**config.mk**
```make
export PLATFORM = sky130hd
export DESIGN_NAME = spi_flash_responder
export DESIGN_NICKNAME = d
export VERILOG_FILES = /design/src/rtl/spi_flash_pkg.sv /design/src/rtl/spi_pin_sync.sv /design/src/rtl/spi_flash_responder.sv
export SDC_FILE = /design/constraint.sdc
export NUM_CORES = 1
export LEC_CHECK = 0
export CELL_PAD_IN_SITES_DETAIL_PLACEMENT = 0
export CELL_PAD_IN_SITES_GLOBAL_PLACEMENT = 2
export CORE_UTILIZATION = 33
export CTS_CLUSTER_DIAMETER = 60
export DETAILED_ROUTE_END_ITERATION = 8
export GPL_ROUTABILITY_DRIVEN = 0
export PLACE_DENSITY = 0.77
export SETUP_SLACK_MARGIN = 0.2
export SYNTH_ARGS = -nofsm -noshare
export SYNTH_HDL_FRONTEND = slang
export SYNTH_SLANG_ARGS = --single-unit
```
**constraint.sdc**
```tcl
create_clock -name clk -period 3.36 [get_ports clk]
set_input_delay 0.672 -clock clk [delete_from_list [all_inputs] [get_ports clk]]
set_output_delay 0.672 -clock clk [all_outputs]
set_load 0.02 [all_outputs]
```
**src/rtl/spi_flash_pkg.sv**
```systemverilog
// Shared definitions for the SPI flash READ responder: opcodes, FSM states
// and the default JEDEC identification value.
package spi_flash_pkg;

  localparam logic [7:0]  OP_READ          = 8'h03;
  localparam logic [7:0]  OP_RDID          = 8'h9F;
  localparam logic [23:0] JEDEC_ID_DEFAULT = 24'hEF4016;

  typedef enum logic [2:0] {
    IDLE,
    CMD,
    ADDR,
    FETCH,
    DATA,
    IGNORE
  } state_e;

endpackage

```
**src/rtl/spi_pin_sync.sv**
```systemverilog
// Brings sclk/cs/mosi into the clk domain through SYNC_STAGES flops and
// derives single-cycle edge strobes from the last two synchronized samples.
// cs resets to its idle (high) level so reset never fakes a cs_fall.
module spi_pin_sync #(
  parameter int SYNC_STAGES = 2
) (
  input  logic clk,
  input  logic reset,
  input  logic sclk,
  input  logic cs,
  input  logic mosi,
  output logic sclk_rise,
  output logic sclk_fall,
  output logic cs_fall,
  output logic cs_rise,
  output logic mosi_s
);

  // pin order: [2]=sclk, [1]=cs, [0]=mosi
  localparam logic [2:0] PIN_RST = 3'b010;

  logic [2:0] pin_in;
  logic [2:0] pin_s;
  logic [1:0] prev_q, prev_d;

  assign pin_in = {sclk, cs, mosi};

  genvar gi;
  generate
    for (gi = 0; gi < 3; gi++) begin : g_pin
      logic [SYNC_STAGES-1:0] chain_q, chain_d;

      // shift the raw pin into the synchronizer chain
      always_comb chain_d = {chain_q[SYNC_STAGES-2:0], pin_in[gi]};

      // synchronizer flops
      always_ff @(posedge clk) begin
        if (!reset) chain_q <= {SYNC_STAGES{PIN_RST[gi]}};
        else        chain_q <= chain_d;
      end

      assign pin_s[gi] = chain_q[SYNC_STAGES-1];
    end
  endgenerate

  // remember the previous synchronized sclk/cs for edge detection
  always_comb prev_d = pin_s[2:1];

  // previous-sample register
  always_ff @(posedge clk) begin
    if (!reset) prev_q <= PIN_RST[2:1];
    else        prev_q <= prev_d;
  end

  assign sclk_rise = pin_s[2] & ~prev_q[1];
  assign sclk_fall = ~pin_s[2] & prev_q[1];
  assign cs_fall   = ~pin_s[1] & prev_q[0];
  assign cs_rise   = pin_s[1] & ~prev_q[0];
  assign mosi_s    = pin_s[0];

endmodule

```
**src/rtl/spi_flash_responder.sv**
```systemverilog
// SPI mode-0 flash stand-in answering READ (0x03): 24-bit byte address,
// then 32-bit words streamed MSB-first from a synchronous memory port with
// a mid-word prefetch so consecutive words leave no gap.
// Optional macro SPI_FLASH_RESPONDER_READ_ID_EN enables RDID (0x9F).
module spi_flash_responder
  import spi_flash_pkg::*;
#(
  parameter int ADDR_W      = 10,
  parameter int SYNC_STAGES = 2
`ifdef SPI_FLASH_RESPONDER_READ_ID_EN
  ,
  parameter logic [23:0] JEDEC_ID = JEDEC_ID_DEFAULT
`endif
) (
  input  logic              clk,
  input  logic              reset,
  input  logic              sclk,
  input  logic              cs,
  input  logic              mosi,
  output logic              miso,
  output logic              miso_oe,
  output logic              mem_en,
  output logic [ADDR_W-1:0] mem_addr,
  input  logic [31:0]       mem_rdata,
  output logic              busy,
  output logic              cmd_err
);

  // wide enough for the opcode and for address bits [ADDR_W+1:2]
  localparam int SH_W = (ADDR_W + 1 > 7) ? ADDR_W + 1 : 7;

  logic sclk_rise, sclk_fall, cs_fall, cs_rise, mosi_s;

  spi_pin_sync #(.SYNC_STAGES(SYNC_STAGES)) u_sync (
    .clk       (clk),
    .reset     (reset),
    .sclk      (sclk),
    .cs        (cs),
    .mosi      (mosi),
    .sclk_rise (sclk_rise),
    .sclk_fall (sclk_fall),
    .cs_fall   (cs_fall),
    .cs_rise   (cs_rise),
    .mosi_s    (mosi_s)
  );

  state_e            state_q, state_d;
  logic [4:0]        bit_cnt_q, bit_cnt_d;
  logic [SH_W-1:0]   shift_q, shift_d;
  logic [31:0]       tx_q, tx_d;
  logic [31:0]       next_q, next_d;
  logic              mem_en_q, mem_en_d;
  logic [ADDR_W-1:0] mem_addr_q, mem_addr_d;
  logic              rd_valid_q, rd_valid_d;
  logic              miso_q, miso_d;
  logic              miso_oe_q, miso_oe_d;
  logic              busy_q, busy_d;
  logic              cmd_err_q, cmd_err_d;
  logic              rdid_q, rdid_d;
  logic [7:0]        opcode;

  assign opcode = {shift_q[6:0], mosi_s};

  // next-state and datapath decisions; cs_rise overrides everything
  always_comb begin
    state_d    = state_q;
    bit_cnt_d  = bit_cnt_q;
    shift_d    = shift_q;
    tx_d       = tx_q;
    next_d     = next_q;
    mem_en_d   = 1'b0;
    mem_addr_d = mem_addr_q;
    rd_valid_d = mem_en_q;            // read data lands one clk after mem_en
    miso_d     = miso_q;
    miso_oe_d  = miso_oe_q;
    busy_d     = busy_q;
    cmd_err_d  = cmd_err_q;
    rdid_d     = rdid_q;

    unique case (state_q)
      IDLE: begin
        if (cs_fall) begin
          state_d   = CMD;
          busy_d    = 1'b1;
          bit_cnt_d = '0;
        end
      end
      CMD: begin
        if (sclk_rise) begin
          shift_d   = {shift_q[SH_W-2:0], mosi_s};
          bit_cnt_d = bit_cnt_q + 5'd1;
          if (bit_cnt_q == 5'd7) begin
            bit_cnt_d = '0;
            if (opcode == OP_READ) begin
              state_d = ADDR;
            end
`ifdef SPI_FLASH_RESPONDER_READ_ID_EN
            else if (opcode == OP_RDID) begin
              state_d   = DATA;
              rdid_d    = 1'b1;
              tx_d      = {8'h00, JEDEC_ID};
              miso_oe_d = 1'b1;
            end
`endif
            else begin
              cmd_err_d = 1'b1;
              state_d   = IGNORE;
            end
          end
        end
      end
      ADDR: begin
        if (sclk_rise) begin
          shift_d   = {shift_q[SH_W-2:0], mosi_s};
          bit_cnt_d = bit_cnt_q + 5'd1;
          if (bit_cnt_q == 5'd23) begin
            // byte address bits [1:0] are dropped: shift_q[k] holds addr24[k+1]
            bit_cnt_d  = '0;
            mem_en_d   = 1'b1;
            mem_addr_d = shift_q[ADDR_W:1];
            state_d    = FETCH;
          end
        end
      end
      FETCH: begin
        if (rd_valid_q) begin
          tx_d      = mem_rdata;
          miso_oe_d = 1'b1;
          state_d   = DATA;
        end
      end
      DATA: begin
        if (rdid_q) begin
          // rotate the 24-bit ID so it repeats for as long as cs stays low
          if (sclk_fall) begin
            miso_d = tx_q[23];
            tx_d   = {8'h00, tx_q[22:0], tx_q[23]};
          end
        end else begin
          if (rd_valid_q) next_d = mem_rdata;
          if (sclk_fall) begin
            miso_d = tx_q[31];
            if (bit_cnt_q == 5'd31) begin
              tx_d      = next_q;
              bit_cnt_d = '0;
            end else begin
              tx_d      = {tx_q[30:0], 1'b0};
              bit_cnt_d = bit_cnt_q + 5'd1;
            end
            if (bit_cnt_q == 5'd16) begin
              mem_en_d   = 1'b1;
              mem_addr_d = mem_addr_q + ADDR_W'(1);
            end
          end
        end
      end
      IGNORE: begin
        miso_oe_d = 1'b0;
      end
      default: state_d = IDLE;
    endcase

    if (cs_rise) begin
      state_d   = IDLE;
      bit_cnt_d = '0;
      shift_d   = '0;
      tx_d      = '0;
      next_d    = '0;
      mem_en_d  = 1'b0;
      miso_d    = 1'b0;
      miso_oe_d = 1'b0;
      busy_d    = 1'b0;
      rdid_d    = 1'b0;
    end
  end

  // state and datapath registers
  always_ff @(posedge clk) begin
    if (!reset) begin
      state_q    <= IDLE;
      bit_cnt_q  <= '0;
      shift_q    <= '0;
      tx_q       <= '0;
      next_q     <= '0;
      mem_en_q   <= 1'b0;
      mem_addr_q <= '0;
      rd_valid_q <= 1'b0;
      miso_q     <= 1'b0;
      miso_oe_q  <= 1'b0;
      busy_q     <= 1'b0;
      cmd_err_q  <= 1'b0;
      rdid_q     <= 1'b0;
    end else begin
      state_q    <= state_d;
      bit_cnt_q  <= bit_cnt_d;
      shift_q    <= shift_d;
      tx_q       <= tx_d;
      next_q     <= next_d;
      mem_en_q   <= mem_en_d;
      mem_addr_q <= mem_addr_d;
      rd_valid_q <= rd_valid_d;
      miso_q     <= miso_d;
      miso_oe_q  <= miso_oe_d;
      busy_q     <= busy_d;
      cmd_err_q  <= cmd_err_d;
      rdid_q     <= rdid_d;
    end
  end

  assign miso     = miso_q;
  assign miso_oe  = miso_oe_q;
  assign mem_en   = mem_en_q;
  assign mem_addr = mem_addr_q;
  assign busy     = busy_q;
  assign cmd_err  = cmd_err_q;

endmodule
```
==> metrics.txt, run 1 <==
status=finished clean; CTS root buffer=clkbuf_16; antenna violations before repair=0; Via density=5.18; DRT Pass-1 Iters=4; Max Slew Vio Count=0; Routed wire per std cell=15.5 um; Worst-Margin Slew=806 ps; CTS tree=yes; layout cells sized above 1=7.79%; worst min path class=reg2reg; Synth area leader=dfxtp_1; CP max-delay cell=dfxtp_1; post-route cell area=5940 um^2; post-DP HPWL=7.82 mm; leakage=1.86 nW; Layout Cells excl Fill=817; vias in the first global route=3955; commonest non-fill, non-tap cell in the layout=nand2_1; FILL cells=1547; relative slew slack=46.3%; DRC Markers=0; all-layer global routing usage=16.5%; critical path, cell by cell=nor3b_4 > buf_4 > and2_0 > buf_4 > nand2_1 > a21oi_1; cells after synthesis=598; GRT overflow=0; Max IR drop VDD=224 uV; Tcrit/Tclk final=76.1%; Area growth syn-to-layout=16.3%; final hold viol count=0; P per Cell Area=406 nW/um^2; Top FF cell, synth=dfxtp_1; Worst path most repeated cell=buf_4; synth unique cells=66; synth top area cells=dfxtp_1 (42%), nand2_1 (11%), mux2i_1 (8.8%); Synth Area per Inst=8.54 um^2; Sequential Area=2140 um^2; Post-CTS Setup Bufs=0; Clock Sinks=107; core area=15100 um^2; CP Capture Type=flip-flop; Cell Area, Placed=5660 um^2; die area=16000 um^2; Setup Skew=8.18 ps; later-pin clock latency in the skew report=350 ps; Initial Utilization=33.7%; nets=665; minimum clock period=2560 ps; # IOs=52; Antenna Cells=0; total power=2.41 mW; Synth top area share=42.0%; first-pass GRT wire length=20.8 mm; Crit Path Class=reg2reg; crit path DAT=2830 ps; RSZ-0062 raised after global routing=no; clk slew on worst S/H paths=70 ps; die height=126 um; Num CTS Buffers=9; Placed Cells=801; fmax=0.391 GHz; area of the mapped netlist=5100 um^2; TNS Setup=0 ps; Critical Path Source Type=flip-flop; CP bufs+invs=2; Resize count post-CTS=0; syn_nets=639; area occupied by multi-input gates=2650 um^2; Post-DRT Antenna Nets=0; Ys Warns=0; number of synthesized flops with an enable pin=0; final-report setup violation count=0; Via Count=4234; critical path required time=3640 ps; largest delay contributor family on the critical path=buffers and inverters; commonest non-fill, non-tap cells in the layout=nand2_1 (145), dfxtp_1 (107), a21oi_1 (72); maxcap violations=0; CTS Hold Bufs=0; crit-path max cell delay=660 ps; pin count of the biggest net entering global routing=80; sequential area share after synthesis=42.0%; Total Wirelength=12.7 mm; Starting DRT DRC Count=193; # rows=45; Die Span X=126 um; ys async rst share=0%; port buffer count=51; count of state elements after synthesis=107; CP max FO=79; H-tree depth=3; buffer levels on the longest clock path=2
==> cells by family after synthesis <==
| kind of cell | share of synthesized area (%) |
|---|---|
| buffers and inverters | 6.20 |
| xor gates and xnor gates | 0.490 |
| and+or+nand+nor | 22.0 |
| muxes | 8.82 |
| AOI/OAI and AO/OA | 19.5 |
| adders and majority gates | 0.980 |
| DFF | 42.0 |
==> power by group <==
group          internal [mW]  leakage (nW)  switching [mW]  total (mW)
registers               1.27         0.863         0.00646        1.28
logic                 0.0598         0.861          0.0653       0.125
clock network          0.523         0.133           0.480        1.00
total                   1.86          1.86           0.552        2.41
==> layout make-up <==
| type | instances | area share [%] |
|---|---|---|
| clock buffers | 12 | 4.15 |
| inverters | 10 | 0.632 |
| multi-input cells | 435 | 44.7 |
| flip-flops and latches | 107 | 36.1 |
| well taps | 188 | 3.96 |
| clock inverters | 4 | 0.443 |
| repair buffers | 61 | 10.1 |
==> synthesized netlist by cell type (2+ instances only) <==
cell	count
a211oi_1	2
a21oi_1	72
a22oi_1	2
a31oi_1	4
a41oi_1	2
and2_0	2
and2_1	11
and3_1	5
and4_1	2
and4bb_2	4
buf_2	13
buf_4	2
buf_6	11
clkbuf_1	19
dfxtp_1	107
ha_1	4
inv_1	10
mux2i_1	45
nand2_1	146
nand2b_1	6
nand3_1	8
nand3b_1	2
nand4_1	3
nor2_1	24
nor2_2	2
nor2b_1	2
nor3_1	3
nor4b_2	2
o211ai_1	32
o21ai_0	3
o21ai_1	2
o221a_2	3
o221ai_1	2
o22a_1	2
o22ai_1	6
o32ai_1	3
==> routing by layer <==
layer | up-vias | wire length, um | global-route usage [%]
li1 | 2158 | - | -
met1 | 1999 | 6570 | 23.4
met2 | 64 | 5520 | 24.9
met3 | 13 | 354 | 2.49
met4 | 0 | 218 | 6.80
met5 | - | 0 | 0
==> registers in the layout (all words and copies together), names as in the netlist, 2 cells and up <==
signal and flops:
u_sync.prev_q 2, mem_addr 10, shift_q 11, bit_cnt_q 5
next_q 32, state_q 3, tx_q 32, u_sync.g_pin.chain_q 6
==> path summary, 6_finish.rpt <==
check                             start  depth (start not counted)                    endpoint  slack [ps]
max                          state_q[2]                          6                  next_q[20]         800
min          u_sync.g_pin[1].chain_q[0]                          1  u_sync.g_pin[1].chain_q[1]         410
max reg2reg                  state_q[2]                          6                  next_q[20]         800
min reg2reg  u_sync.g_pin[1].chain_q[0]                          1  u_sync.g_pin[1].chain_q[1]         410
==> per-stage QoR <==
stage	util (%)	worst slack [ps]	hold WS (ps)
final	39.2	804	414
after global routing	39.2	579	455
after CTS	39.2	822	420
after detailed placement	37.4	850	397
after global placement	37.4	906	399
after floorplan	-	1420	386
(Power assumes the default switching activity.)
==> inputs of run 2 (changes only) <==
clock period = 2.6 ns   (was 3.36 ns; I/O delays follow)
==> metrics.txt, run 2 (synthesis gave the netlist of run 1 again) <==
status=finished clean; P per Cell Area=529 nW/um^2 (+30%); CP max FO=18 (-77%); Post-CTS Setup Bufs=0 (unchanged); GRT overflow=0 (unchanged); Setup Skew=6.36 ps (-1.83 ps); crit path DAT=2310 ps (-520 ps); worst hold slack=419 ps (+4.31 ps); commonest non-fill, non-tap cells in the layout=nand2_1 (145), dfxtp_1 (107), a21oi_1 (72); CTS root buffer=clkbuf_16; DRT Pass-1 Iters=4 (unchanged); Total Wirelength=12.7 mm (+0.15%); first-pass GRT wire length=21.2 mm (+2.1%); relative slew slack=58.3% (+12 points); all-layer global routing usage=16.8% (+0.30 points); layout cells sized above 1=8.82% (+1.0 points); clk slew on worst S/H paths=70 ps (about the same); Routed wire per std cell=15.4 um (-0.58%); die height=126 um (unchanged); Resize count post-CTS=0 (unchanged); nets=672 (+1.1%); critical path required time=2820 ps (-820 ps); final-report setup violation count=0 (unchanged); TNS Setup=0 ps (unchanged); Initial Utilization=33.7% (unchanged); pin count of the biggest net entering global routing=41 (-49%); Area growth syn-to-layout=18.2%; antenna violations before repair=0 (unchanged); fmax=0.480 GHz (+23%); Max Slew Vio Count=0 (unchanged); DRC Markers=0 (unchanged); CTS tree=yes; worst min path class=reg2reg; Antenna Cells=0 (unchanged); H-tree depth=3 (unchanged); minimum clock period=2090 ps (-470 ps); port buffer count=51 (unchanged); Post-DRT Antenna Nets=0 (unchanged); # IOs=52 (unchanged); CTS Hold Bufs=0 (unchanged); Max IR drop VDD=350 uV (+56%); Core Util, Final=39.9% (+0.65 points); RSZ-0062 raised after global routing=no; Num CTS Buffers=9 (unchanged); Via Count=4331 (+2.3%); Via density=5.26 (+1.5%); top flop regs=next_q x32, tx_q x32, shift_q x11; vias in the first global route=4104 (+3.8%); Starting DRT DRC Count=297 (+54%); die area=16000 um^2 (unchanged); CP Capture Type=flip-flop; leakage=1.91 nW (+2.8%); maxcap violations=0 (unchanged); commonest non-fill, non-tap cell in the layout=nand2_1; Die Span X=126 um (unchanged); Tcrit/Tclk final=80.2% (+4.1 points); Clock Sinks=107 (unchanged); Worst-Margin Slew=625 ps (-181 ps); post-DP HPWL=8.17 mm (+4.5%); final hold viol count=0 (unchanged); Crit Path Class=reg2reg; Critical Path Source Type=flip-flop; core area=15100 um^2 (unchanged); buffer levels on the longest clock path=2 (unchanged); later-pin clock latency in the skew report=360 ps (about the same); total power=3.19 mW (+33%); # rows=45 (unchanged)
run 2: cell types whose count changed in the layout (fill, tap and decap cells not counted), sizes merged:
| cell | previous run | this run |
|---|---|---|
| buf | 10 | 17 |
| clkinv | 3 | 2 |
| clkbuf | 12 | 11 |
| bufinv | 0 | 1 |
run 2: worst paths after layout:
check / slack (ps) / end / depth (start not counted) / start
hold reg to reg: 420 / u_sync.g_pin[1].chain_q[1] / 1 / u_sync.g_pin[1].chain_q[0]
setup / recovery: 510 / bit_cnt_q[3] / 8 / bit_cnt_q[0]
hold / removal: 420 / u_sync.g_pin[1].chain_q[1] / 1 / u_sync.g_pin[1].chain_q[0]
setup reg to reg: 510 / bit_cnt_q[3] / 8 / bit_cnt_q[0]
run 2: through the flow:
step / instance area (um^2) / worst slack [ps] / instances
2_1_floorplan: 5100 / 659 / 598
3_3_place_gp: 5740 / 572 / 808
3_5_place_dp: 5740 / 531 / 808
4_1_cts: 6040 / 502 / 823
5_1_grt: 6040 / 283 / 823
6_report: 6040 / 515 / 823
run 2: area by class of cell:
cell class / instances / area, um^2
Tap cell: 188 / 235
Sequential cell: 107 / 2140
Clock buffer: 11 / 243
Inverter: 10 / 37.5
Clock inverter: 4 / 51.3
Multi-Input combinational cell: 435 / 2650
Fill cell: 1542 / 9110
Timing Repair Buffer: 68 / 676
run 2: where the power goes:
part	switching, mW	total [mW]	internal [mW]
Sequential	0.0102	1.66	1.65
Clock	0.604	1.37	0.768
Combinational	0.0839	0.165	0.0812
Total	0.699	3.19	2.50
run 2: critical path: stages, from the launching register on:
cell      delay, ps
dfxtp_1         390
ha_1            230
nand2_1          90
nor2_1          120
ha_2            190
buf_4           310
nor2_1           90
o221ai_1        350
o22ai_1         170
run 2: routing by layer:
metal | GRT usage [%] | wire [um] | vias to the layer above
met5 | 0 | 0 | -
met4 | 7.23 | 223 | 0
met3 | 2.66 | 501 | 16
met2 | 26.1 | 5740 | 87
met1 | 23.0 | 6210 | 2061
li1 | - | - | 2167
==> inputs of run 3 (changes only) <==
CORE_UTILIZATION = 31   (was 33)
PLACE_DENSITY = 0.76   (was 0.77)
clock period = 1.7 ns   (was 2.6 ns; I/O delays follow)
==> metrics.txt, run 3 (synthesis gave the netlist of run 1 again) <==
status=finished, violations left; failing checks=negative setup slack; flop2flop setup slack=-60 ps (-570 ps); worst hold stages=1 (unchanged); GRT overflow=0 (unchanged); pin count of the biggest net entering global routing=33 (-20%); Layout Cells excl Fill=927 (+13%); post-DP HPWL=8.95 mm (+9.5%); hold endpoint=u_sync.g_pin[1].chain_q[1]; minimum clock period=1760 ps (-330 ps); RR Endpoint=state_q[1]; DRT Pass-1 Iters=4 (unchanged); Post-DRT Antenna Nets=0 (unchanged); RSZ-0062 raised after global routing=yes; critical path required time=1950 ps (-870 ps); later-pin clock latency in the skew report=350 ps (about the same); R2R cell count=5 (-3); Via Count=4753 (+9.7%); H-tree depth=3 (unchanged); Initial Utilization=31.9% (-1.8 points); min-delay src=u_sync.g_pin[1].chain_q[0]; final hold viol count=0 (unchanged); relative slew slack=79.1% (+21 points); Core Util, Final=48.2% (+8.3 points); DRC Markers=0 (unchanged); leakage=2.76 nW (+44%); clk slew on worst S/H paths=70 ps (about the same); antenna violations before repair=0 (unchanged); buffer levels on the longest clock path=2 (unchanged); Antenna Cells=0 (unchanged); all-layer global routing usage=19.2% (+2.5 points); Die Span X=130 um (+3.1%); Setup Skew=7.94 ps (+1.58 ps); Routed wire per std cell=17.7 um (+15%); CP Capture Type=flip-flop; first-pass GRT wire length=24.7 mm (+16%); Total Wirelength=16.5 mm (+30%); die height=130 um (+3.1%); Final WS setup=-55.5 ps (-570 ps); Tcrit/Tclk final=103% (+23 points); Placed Cells=864 (+6.9%); commonest non-fill, non-tap cell in the layout=nand2_1; crit path DAT=2000 ps (-310 ps); Starting DRT DRC Count=315 (+6.1%); commonest non-fill, non-tap cells in the layout=nand2_1 (118), dfxtp_1 (97), a21oi_1 (49); Clock Sinks=107 (unchanged); total power=5.18 mW (+62%); FF-to-FF Start=bit_cnt_q[0]; top flop regs=next_q x32, tx_q x32, shift_q x11; CTS root buffer=clkbuf_16; worst hold slack=414 ps (-4.35 ps); P per Cell Area=672 nW/um^2 (+27%); Via density=5.13 (-2.6%); Max Slew Vio Count=0 (unchanged); fmax=0.570 GHz (+19%); Worst-Margin Slew=310 ps (-315 ps); Num CTS Buffers=9 (unchanged); vias in the first global route=4514 (+10%); final-report setup violation count=4 (+4); nets=747 (+11%); port buffer count=51 (unchanged); CTS Hold Bufs=0 (unchanged); worst min path class=reg2reg; CP max FO=4 (-14); Crit Path Class=reg2reg; CTS tree=yes; maxcap violations=0 (unchanged); layout cells sized above 1=32.6% (+24 points); Area growth syn-to-layout=51.0%; core area=16000 um^2 (+5.6%); # rows=46 (+2.2%); Critical Path Source Type=flip-flop; die area=17000 um^2 (+6.3%); Max IR drop VDD=483 uV (+38%); # IOs=52 (unchanged)
==> run 3: cell count changes in the layout (fill, tap and decap cells not counted), moves of 13 or more <==
cell             change
clkdlybuf4s50_1     -15
nand2_1             -27
buf_12              +13
a21oi_1             -23
buf_4               +24
buf_6               +19
a21oi_2             +23
nand2_4             +21
==> run 3: layout make-up <==
type / instances / area, um^2
Fill cell: 1522 / 8290
Tap cell: 216 / 270
Inverter: 10 / 37.5
Timing Repair Buffer: 140 / 1680
Clock inverter: 4 / 52.6
Multi-Input combinational cell: 438 / 3230
Clock buffer: 12 / 278
Sequential cell: 107 / 2160
==> run 3: worst max path at each step <==
| stage | start | end |
|---|---|---|
| 2_1_floorplan | bit_cnt_q[0] | tx_q[3] |
| 3_3_place_gp | state_q[1] | tx_q[31] |
| 3_5_place_dp | bit_cnt_q[1] | tx_q[14] |
| 4_1_cts | bit_cnt_q[1] | state_q[1] |
| 5_1_grt | bit_cnt_q[0] | tx_q[8] |
| 6_report | bit_cnt_q[0] | state_q[1] |
==> run 3: layer usage <==
| metal | global-route usage, % | vias to the layer above | routed length, um |
|---|---|---|---|
| met5 | 0 | - | 0 |
| met3 | 4.43 | 15 | 743 |
| met1 | 24.1 | 2311 | 7020 |
| li1 | - | 2340 | - |
| met2 | 32.6 | 87 | 8490 |
| met4 | 6.16 | 0 | 204 |
==> run 3: worst max-delay path, cell delays in order (launching register included) <==
cell and delay (ps):
dfxtp_4 370, ha_4 160, and4b_2 350, o32ai_4 130, or3_4 410, o41ai_2 230
==> run 3: where the power goes <==
part           internal [mW]  leakage (nW)  switching (mW)
Sequential              2.51         0.869          0.0102
Clock                   1.32         0.164           0.976
Combinational          0.179          1.72           0.184
==> run 3: what timing repair did <==
action                     CTS  global route
setup buffers               27             4
setup endpoints to repair  110           101
cloned                      11             5
hold endpoints to repair     0             0
resized for setup           79           109
pin swaps                   43            78
==> run 3: metrics by stage <==
step	setup TNS (ps)	instance area, um^2	setup slack, ps
4_1_cts	0	7180	4.80
2_1_floorplan	0	5190	91.7
3_5_place_dp	-500	6120	-37.6
3_3_place_gp	-58.7	6120	-24.5
6_report	-95.5	7710	-55.5
5_1_grt	-1890	7710	-123
